File: src/rtl/pipe_skid_reg_if.sv
// Handshake bundle for pipe_skid_reg: upstream/downstream valid-ready, pipeline
// controls (flush, freeze) and status/performance outputs.
interface pipe_skid_reg_if #(
  parameter int unsigned WIDTH = 64
);
  logic             in_valid;
  logic [WIDTH-1:0] in_data;
  logic             in_ready;
  logic             out_valid;
  logic [WIDTH-1:0] out_data;
  logic             out_ready;
  logic             flush;
  logic             freeze;
  logic [1:0]       occupancy;
  logic [15:0]      stall_cnt;
  logic [15:0]      flush_cnt;

  // Environment side: produces payload, consumes head, drives pipeline controls.
  modport master (
    output in_valid, in_data, out_ready, flush, freeze,
    input  in_ready, out_valid, out_data, occupancy, stall_cnt, flush_cnt
  );

  // Register side.
  modport slave (
    input  in_valid, in_data, out_ready, flush, freeze,
    output in_ready, out_valid, out_data, occupancy, stall_cnt, flush_cnt
  );
endinterface

File: src/rtl/pipe_skid_reg.sv
// Two-entry skid register for the fetch pipeline with flush/freeze control.
// Optional performance counters are built when PIPE_SKID_PERF_EN is defined.
module pipe_skid_reg #(
  parameter int unsigned      WIDTH  = 64,
  parameter logic [WIDTH-1:0] BUBBLE = WIDTH'(64'h0000_0000_E000_0000)
) (
  input logic             clk,
  input logic             rst,
  pipe_skid_reg_if.slave  bus
);

  // Encoding equals occupancy so the count is read straight from the state.
  typedef enum logic [1:0] {
    StEmpty = 2'd0,
    StOne   = 2'd1,
    StTwo   = 2'd2
  } state_e;

  state_e           state_q, state_d;
  logic [WIDTH-1:0] head_q, head_d;
  logic [WIDTH-1:0] skid_q, skid_d;

  logic in_ready;
  logic out_valid;
  logic push;
  logic pop;

  // No path from out_ready; rst gates it so nothing is offered during reset.
  assign in_ready  = !rst && (state_q != StTwo) && !bus.freeze;
  assign out_valid = (state_q != StEmpty);
  assign push      = bus.in_valid && in_ready;
  assign pop       = out_valid && bus.out_ready && !bus.freeze;

  always_ff @(posedge clk or posedge rst) begin
    if (rst) begin
      state_q <= StEmpty;
      head_q  <= BUBBLE;
      skid_q  <= BUBBLE;
    end else begin
      state_q <= state_d;
      head_q  <= head_d;
      skid_q  <= skid_d;
    end
  end

  always_comb begin
    state_d = state_q;
    head_d  = head_q;
    skid_d  = skid_q;
    if (!bus.freeze) begin
      if (bus.flush) begin
        state_d = StEmpty;
      end else begin
        case (state_q)
          StEmpty: begin
            if (push) begin
              head_d  = bus.in_data;
              state_d = StOne;
            end
          end
          StOne: begin
            if (push && pop) begin
              head_d = bus.in_data;
            end else if (push) begin
              skid_d  = bus.in_data;
              state_d = StTwo;
            end else if (pop) begin
              state_d = StEmpty;
            end
          end
          StTwo: begin
            if (pop) begin
              head_d  = skid_q;
              state_d = StOne;
            end
          end
          default: state_d = StEmpty;
        endcase
      end
    end
  end

  assign bus.in_ready  = in_ready;
  assign bus.out_valid = out_valid;
  assign bus.out_data  = out_valid ? head_q : BUBBLE;
  assign bus.occupancy = state_q;

`ifdef PIPE_SKID_PERF_EN
  logic [15:0] stall_cnt_q;
  logic [15:0] flush_cnt_q;

  always_ff @(posedge clk or posedge rst) begin
    if (rst) begin
      stall_cnt_q <= 16'h0000;
      flush_cnt_q <= 16'h0000;
    end else begin
      if ((bus.freeze || (out_valid && !bus.out_ready)) && (stall_cnt_q != 16'hFFFF)) begin
        stall_cnt_q <= stall_cnt_q + 16'd1;
      end
      if (bus.flush && !bus.freeze && (flush_cnt_q != 16'hFFFF)) begin
        flush_cnt_q <= flush_cnt_q + 16'd1;
      end
    end
  end

  assign bus.stall_cnt = stall_cnt_q;
  assign bus.flush_cnt = flush_cnt_q;
`else
  assign bus.stall_cnt = 16'h0000;
  assign bus.flush_cnt = 16'h0000;
`endif

endmodule
File: src/flat_wrapper.sv
// flat-port wrapper written by rule: the top's interface ports become plain ports
module pipe_skid_reg_flat 
#(
  parameter int unsigned      WIDTH  = 64,
  parameter logic [WIDTH-1:0] BUBBLE = WIDTH'(64'h0000_0000_E000_0000)
)
  (clk, rst, bus_in_valid, bus_in_data, bus_out_ready, bus_flush, bus_freeze, bus_in_ready, bus_out_valid, bus_out_data, bus_occupancy, bus_stall_cnt, bus_flush_cnt);
  pipe_skid_reg_if #(.WIDTH(WIDTH)) bus_i ();
  input logic clk;
  input logic rst;
  input wire logic [$bits(bus_i.in_valid)-1:0] bus_in_valid;
  input wire logic [$bits(bus_i.in_data)-1:0] bus_in_data;
  input wire logic [$bits(bus_i.out_ready)-1:0] bus_out_ready;
  input wire logic [$bits(bus_i.flush)-1:0] bus_flush;
  input wire logic [$bits(bus_i.freeze)-1:0] bus_freeze;
  output wire logic [$bits(bus_i.in_ready)-1:0] bus_in_ready;
  output wire logic [$bits(bus_i.out_valid)-1:0] bus_out_valid;
  output wire logic [$bits(bus_i.out_data)-1:0] bus_out_data;
  output wire logic [$bits(bus_i.occupancy)-1:0] bus_occupancy;
  output wire logic [$bits(bus_i.stall_cnt)-1:0] bus_stall_cnt;
  output wire logic [$bits(bus_i.flush_cnt)-1:0] bus_flush_cnt;
  assign bus_i.in_valid = bus_in_valid;
  assign bus_i.in_data = bus_in_data;
  assign bus_i.out_ready = bus_out_ready;
  assign bus_i.flush = bus_flush;
  assign bus_i.freeze = bus_freeze;
  assign bus_in_ready = bus_i.in_ready;
  assign bus_out_valid = bus_i.out_valid;
  assign bus_out_data = bus_i.out_data;
  assign bus_occupancy = bus_i.occupancy;
  assign bus_stall_cnt = bus_i.stall_cnt;
  assign bus_flush_cnt = bus_i.flush_cnt;
  pipe_skid_reg #(.WIDTH(WIDTH), .BUBBLE(BUBBLE)) u_core (.clk(clk), .rst(rst), .bus(bus_i));
endmodule
File: config.mk
export PLATFORM = sky130hd
export DESIGN_NAME = pipe_skid_reg_flat
export DESIGN_NICKNAME = d
export VERILOG_FILES = /design/src/rtl/pipe_skid_reg_if.sv /design/src/rtl/pipe_skid_reg.sv /design/src/flat_wrapper.sv
export SDC_FILE = /design/constraint.sdc
export NUM_CORES = 1
export LEC_CHECK = 0
export BUFFER_PORTS_ARGS = -buffer_cell sky130_fd_sc_hd__buf_4
export CAP_MARGIN = 10
export CORE_UTILIZATION = 35
export DETAILED_ROUTE_END_ITERATION = 10
export GPL_TIMING_DRIVEN = 0
export PLACE_DENSITY_LB_ADDON = 0.1
export SYNTH_ARGS = -nofsm -noshare
export SYNTH_HDL_FRONTEND = slang
export SYNTH_SLANG_ARGS = --single-unit
export TNS_END_PERCENT = 30
File: constraint.sdc
create_clock -name clk -period 5.35 [get_ports clk]
set_input_delay 1.07 -clock clk [delete_from_list [all_inputs] [get_ports clk]]
set_output_delay 1.07 -clock clk [all_outputs]
set_load 0.05 [all_outputs]
Word level (Yosys, flattened, before mapping)
Cells that the tools add are included.
Storage, ports and cells
  register bits: 130
  input port bits: 70
  logic and storage cells: 42
  output and inout port bits: 100
Operators by class
  bitwise operators: 3
  reductions and logical operators: 14
  mux-type cells: 12
  eq/ne operators: 10
Operators by type and width (number)
  $mux W64: 4
  $pmux W64 S3: 1
  $mux W2: 6
  $reduce_and A5 Y1: 2
  $logic_and A1 B1 Y1: 6
  $ne A2 B1 Y1 const B: 3
  $ne A3 B2 Y1 const B: 2
  $pmux W2 S3: 1
  $reduce_and A6 Y1: 1
  $ne A4 B2 Y1 const B: 1
  $ne A3 B3 Y1 const B: 1
  $not A1 Y1: 3
  $reduce_bool A3 Y1: 1
  $eq A2 B1 Y1 const B: 1
  $eq A2 B2 Y1 const B: 1
  $logic_not A1 Y1: 2
  $logic_not A2 Y1: 1
  $ne A2 B2 Y1 const B: 1
  $reduce_bool A2 Y1: 1

Longest topological paths before layout
Gate-level depths: netlist of the first run.
  depth after elaboration: 8
  gate-level depth with buffers: 6
  mapped depth without buffers: 4

Worst setup path after synthesis of the first run
No wires, ideal clock.
  kind: register to output
  from: reg u_core.state_q[0] (netlist: u_core.bus.occupancy[0])
  to: out bus_in_ready
  data arrival time: 2.657 ns
  slack: 1.623 ns
  stages on the path, launching flop included: 5
  required time: 4.280 ns
  cell sequence: dfrtp_1 > nand2b_1 > clkbuf_1 > buf_1 > nor3b_1
Between the ends
  cells in the longest elaborated chain, start to end: 3
RTL lines
  start: declaration: RTL line pipe_skid_reg.sv:19  | state_e state_q, state_d;
  start signal: assignment: RTL line pipe_skid_reg.sv:36  | state_q <= StEmpty;
  start signal: assignment: RTL line pipe_skid_reg.sv:40  | state_q <= state_d;
  $ne A2 B2 Y1: RTL line pipe_skid_reg.sv:29  | assign in_ready = !rst && (state_q != StTwo) && !bus.freeze;
  $logic_and A1 B1 Y1 (2 in series): RTL line pipe_skid_reg.sv:29
  end: declaration: RTL line flat_wrapper.sv:16  | output wire logic [$bits(bus_i.in_ready)-1:0] bus_in_ready;
Every way passes these cells.

Worst setup path after layout of the first run
Same ends and word-level chain as after synthesis.

==> flow_summary.toml, run 1 <==
[status]
status = "complete, no violations"

[yosys]
netlist-cell-type-count = 31
yosysWarnings = 0
synthTopCellsByArea = "dfrtp_1 (51%), mux2_4 (12%), a2bb2oi_1 (9.2%)"
synth.largest_area_cell = "dfrtp_1"
avgSynthCellArea_sq_um = 12.7
synth_async_sr_flop_share = 1.00
synthCells = 481
synth_edf_count = 0
synth_area_sq_um = 6120
ys.flop_type = "dfrtp_1"
yosysSeqAreaShare = 0.533
synth_top_area_frac = 0.507
synth-seq-cells = 130

[layout]
antenna_cells = 0
final_common_cell = "buf_4"
nets = 739
seq_area_sq_um = 3260
nFillCells = 1570
multiInputGateArea_sq_um = 2510
drive_gt1_frac = 0.418
syn2layout_area_growth_pct = 34.4
post-route-cell-area_sq_um = 8220
mostFrequentLayoutCells = "buf_4 (169), dfrtp_1 (124), o22ai_1 (64), a2bb2oi_1 (64), and2_1 (61)"

[die]
die_h_um = 134
die_x_um = 134
die_area_sq_um = 18000
io-pin-count = 170
core_sq_um = 16800
num_rows = 47
start_util = 0.364

[clock_tree]
cts_num_sinks = 130
clk_path_buf_depth = 2
path_clk_slew_ps = 60
cts_setup_buffers = 0
htreeDepth = 4
clkLatencyLatePin_ps = 420
cts_tree = "done"
root_buffer = "clkbuf_16"
cts_made_buffers = 17
postCtsHoldBufs = 0
postCtsResizedCells = 0

[setup_path]
crit_required_ps = 4280
r2r-start = "u_core.bus.occupancy[0]"
critPathCaptureType = "output pin"
crit_fanout = 10
r2r_cells = 6
crit_start = "u_core.bus.occupancy[0]"
crit_arrival_ps = 2640
worstSetupPathType = "reg -> out"
setup.worst_path.start_class = "register"

[timing]
maxSlewViolCount = 0
relSlewSlack = 0.584
setup_violations = 0
max_freq_mhz = 269
finalClockSkew_ps = 6.83
finalSetupTns_ps = 0
hold_viol_final = 0
rsz0062_at_grt = "no"
tightest_slew_ps = 624
worst_slack_ps = 1640
fin_crit_sh = 0.694
fin_crit_ps = 3710

[placed_design]
dp_slack_ps = 2050
io_buffers = 137
placed_cell_area_sq_um = 7570
gp_congestion = 0.750
dpl.hpwl_mm = 10.8

[detailed_routing]
antenna_left = 0
vias = 4468
drt_pass1_iterations = 4
vias_per_cell = 4.95
wire_per_inst_um = 17.8
dr.first_iter.drc_count = 160
finalWirelength_mm = 16.1
drc = 0

[power_and_ir_drop]
p_int_mw = 2.45
p_sw_frac = 0.295
p_seq_frac = 0.381
leakage_nw = 4.15
p_clk_frac = 0.371
vdd_drop_max_v = 0.000229
power.switching_mw = 1.03
share_comb_of_total_power = 0.249
powerDensity_nw_per_um2 = 423

[grt]
grt_start_max_net_pins = 72
grt_pass1_wl_mm = 25.5
antenna_found_initial = 0
overflow = 0
grt_pass1_vias = 4609
grt_use_total = 0.186

[run]
cap_violations = 0

[hold_path]
min_path_cells = 1
hp-class = "reg -> reg"
min_from = "u_core.head_q[30]"
-- kinds of logic (layout without fill, tap and decap cells) --
family / count (synthesis) / in the layout / synth area share
buf+inv: 76 / 246 / 0.0751
mux: 64 / 64 / 0.148
other cells: 1 / 32 / 0.000613
xor+xnor: 1 / 1 / 0.00143
flops: 130 / 130 / 0.533
compound gates: 135 / 135 / 0.165
simple gates: 74 / 74 / 0.0767
-- power by group through the flow --
stage	Combinational, mW	Clock, mW	Sequential, mW
floorplan	0.645	0	1.30
global placement	0.857	0	1.33
detailed placement	0.871	0	1.34
CTS	0.875	1.32	1.32
global route	0.919	1.36	1.35
finish	0.865	1.29	1.32
-- cells in the mapped netlist, types with 2 or more instances --
master / n
inv_1: 2
a2bb2oi_1: 64
a22o_1: 2
o22ai_1: 64
buf_6: 6
buf_4: 32
and2_1: 61
mux2_2: 15
nand2b_1: 4
mux2_4: 49
buf_1: 9
dfstp_2: 6
buf_2: 7
dfrtp_1: 124
clkbuf_1: 20
-- stage by stage --
| stage | power (mW) | utilization | hold slack, ps | instances |
|---|---|---|---|---|
| after floorplan | 1.95 | - | 480 | 512 |
| after global placement | 2.19 | 0.448 | 489 | 869 |
| after detailed placement | 2.21 | 0.450 | 494 | 870 |
| after CTS | 3.51 | 0.489 | 504 | 902 |
| after global routing | 3.63 | 0.489 | 511 | 902 |
| final | 3.48 | 0.489 | 501 | 902 |
-- cell type report --
| type | instances | share of cell area |
|---|---|---|
| Sequential cell | 130 | 0.396 |
| Multi-Input combinational cell | 306 | 0.306 |
| Timing Repair Buffer | 138 | 0.128 |
| Clock buffer | 23 | 0.0581 |
| Buffer | 74 | 0.0549 |
| Tap cell | 220 | 0.0335 |
| Clock inverter | 9 | 0.0215 |
| Inverter | 2 | 0.00152 |
-- state kept, by name (all words and copies together), names as in the netlist --
register and cells:
u_core.bus.occupancy 2, u_core.head_q 64, u_core.skid_q 64
-- final timing paths --
check                                         end  slack, ps
worst min register to register  u_core.head_q[30]        500
min in group asynchronous       u_core.skid_q[10]        730
max in group asynchronous       u_core.skid_q[42]       3880
worst min-delay path            u_core.head_q[30]        500
worst max-delay path                 bus_in_ready       1640
worst max register to register  u_core.head_q[28]       2870
-- critical path, stage by stage, from the launching register on --
cell	delay (ps)
dfrtp_1	470
nand2b_1	210
clkbuf_1	450
buf_1	450
nor3b_1	370
buf_4	270
-- layer usage --
| layer | wire length, um | part of all wire | GRT usage | up-vias |
|---|---|---|---|---|
| li1 | - | - | - | 2085 |
| met1 | 7450 | 0.46 | 0.252 | 2240 |
| met2 | 7390 | 0.46 | 0.282 | 126 |
| met3 | 1060 | 0.066 | 0.0593 | 17 |
| met4 | 182 | 0.011 | 0.0599 | 0 |
| met5 | 0 | 0 | 0 | - |
Note: power is estimated with default switching activity, not from simulation.
==> run 2, diff against run 1 <==
- clock period: 5.35 -> 3.1 ns (I/O delays scaled with it)
==> flow_summary.toml, run 2 (same netlist as run 1, synthesis figures left out) <==
[timing]
finalClockSkew_ps = 5.07
hold_viol_final = 0
worst_slack_ps = 305
worst_hold_slack_ps = 272
rsz0062_at_grt = "no"
fin_crit_ps = 2790
finalSetupTns_ps = 0
fin_crit_sh = 0.902
tightest_slew_ps = 619
relSlewSlack = 0.587
max_freq_mhz = 358
maxSlewViolCount = 0
setup_violations = 0

[setup_path]
worstPathCellList = "nand2b_1, clkbuf_2, nor3b_1, buf_4"
path_delay_family = "buffers and inverters"
crit_required_ps = 2480
setup.worst_path.start_class = "register"
crit_fanout = 19
critPathCaptureType = "output pin"
crit_buf_inv = 2
crit_arrival_ps = 2170
worstSetupPathType = "reg -> out"
slowest_delay_ps = 470
cp_slowest_cell = "dfrtp_1"

[power_and_ir_drop]
p_sw_frac = 0.305
leakage_nw = 4.13
power.switching_mw = 1.74
p_clk_frac = 0.335
p_int_mw = 3.95
p_seq_frac = 0.402
share_comb_of_total_power = 0.263
power_mw = 5.69
powerDensity_nw_per_um2 = 696
vdd_drop_max_v = 0.000394

[layout]
mostFrequentLayoutCells = "buf_4 (169), dfrtp_1 (124), o22ai_1 (64), a2bb2oi_1 (64), and2_1 (61)"
drive_gt1_frac = 0.421
multiInputGateArea_sq_um = 2510
antenna_cells = 0
syn2layout_area_growth_pct = 33.6
post-route-cell-area_sq_um = 8170
final_common_cell = "buf_4"
nets = 740
seq_area_sq_um = 3260
nFillCells = 1593

[detailed_routing]
dr.first_iter.drc_count = 206
wire_per_inst_um = 17.7
antenna_left = 0
drc = 0
vias_per_cell = 4.90
vias = 4423
drt_pass1_iterations = 4
finalWirelength_mm = 16.0

[grt]
overflow = 0
grt_use_total = 0.187
grt_pass1_vias = 4598
grt_pass1_wl_mm = 25.5
grt_start_max_net_pins = 32
antenna_found_initial = 0

[die]
die_x_um = 134
io-pin-count = 170
start_util = 0.364
die_area_sq_um = 18000
core_sq_um = 16800
num_rows = 47
die_h_um = 134

[clock_tree]
cts_setup_buffers = 0
clkLatencyLatePin_ps = 420
cts_num_sinks = 130
root_buffer = "clkbuf_16"
postCtsResizedCells = 1
cts_made_buffers = 17
clk_path_buf_depth = 2
cts_tree = "done"
htreeDepth = 4
path_clk_slew_ps = 50
postCtsHoldBufs = 0

[placed_design]
placed_cell_area_sq_um = 7620
io_buffers = 137
dp_slack_ps = 206
gp_congestion = 0.719
dpl.hpwl_mm = 10.7

[status]
status = "complete, no violations"

[run]
cap_violations = 0

[hold_path]
hp-class = "in -> async"
==> run 2: cell types whose count changed in the layout (fill, tap and decap cells not counted), sizes merged <==
cell	before	now
bufinv	5	1
inv	2	1
clkinv	3	4
buf	192	194
clkbuf	43	45
==> run 2: layout make-up <==
cell class                      count  share of cell area
Sequential cell                   130               0.399
Multi-Input combinational cell    306               0.308
Timing Repair Buffer              141               0.136
Clock buffer                       26              0.0623
Buffer                             72              0.0545
Tap cell                          220              0.0337
Clock inverter                      5             0.00612
Inverter                            2             0.00138
==> run 2: through the flow <==
stage	cells	utilization
6_report	902	0.486
3_3_place_gp	869	0.448
5_1_grt	902	0.486
4_1_cts	902	0.486
3_5_place_dp	873	0.453
2_1_floorplan	512	-
==> run 2: routing by layer <==
layer  vias to the layer above  global-route usage  wire length [um]
met5                         -                   0                 0
met4                         0              0.0531               136
met3                        10              0.0582              1030
met2                       133               0.283              7420
met1                      2196               0.257              7390
li1                       2084                   -                 -
==> run 2: power groups by stage <==
stage	sequential [mW]	combinational, mW	clock, mW
global placement	2.29	1.48	0
floorplan	2.25	1.11	0
detailed placement	2.30	1.51	0
finish	2.29	1.50	1.91
global route	2.34	1.59	2.03
CTS	2.28	1.51	1.95
==> run 2: final timing paths <==
kind                                         start                end  slack, ps  cells after the start
max                        u_core.bus.occupancy[0]       bus_in_ready        310                      4
min                                            rst  u_core.head_q[61]        270                      2
max reg2reg                u_core.bus.occupancy[0]   u_core.head_q[7]        530                      6
min reg2reg                      u_core.head_q[30]  u_core.head_q[30]        500                      1
max in group asynchronous                      rst  u_core.head_q[29]       2030                      4
min in group clk                   bus_in_data[33]  u_core.skid_q[33]        440                      2
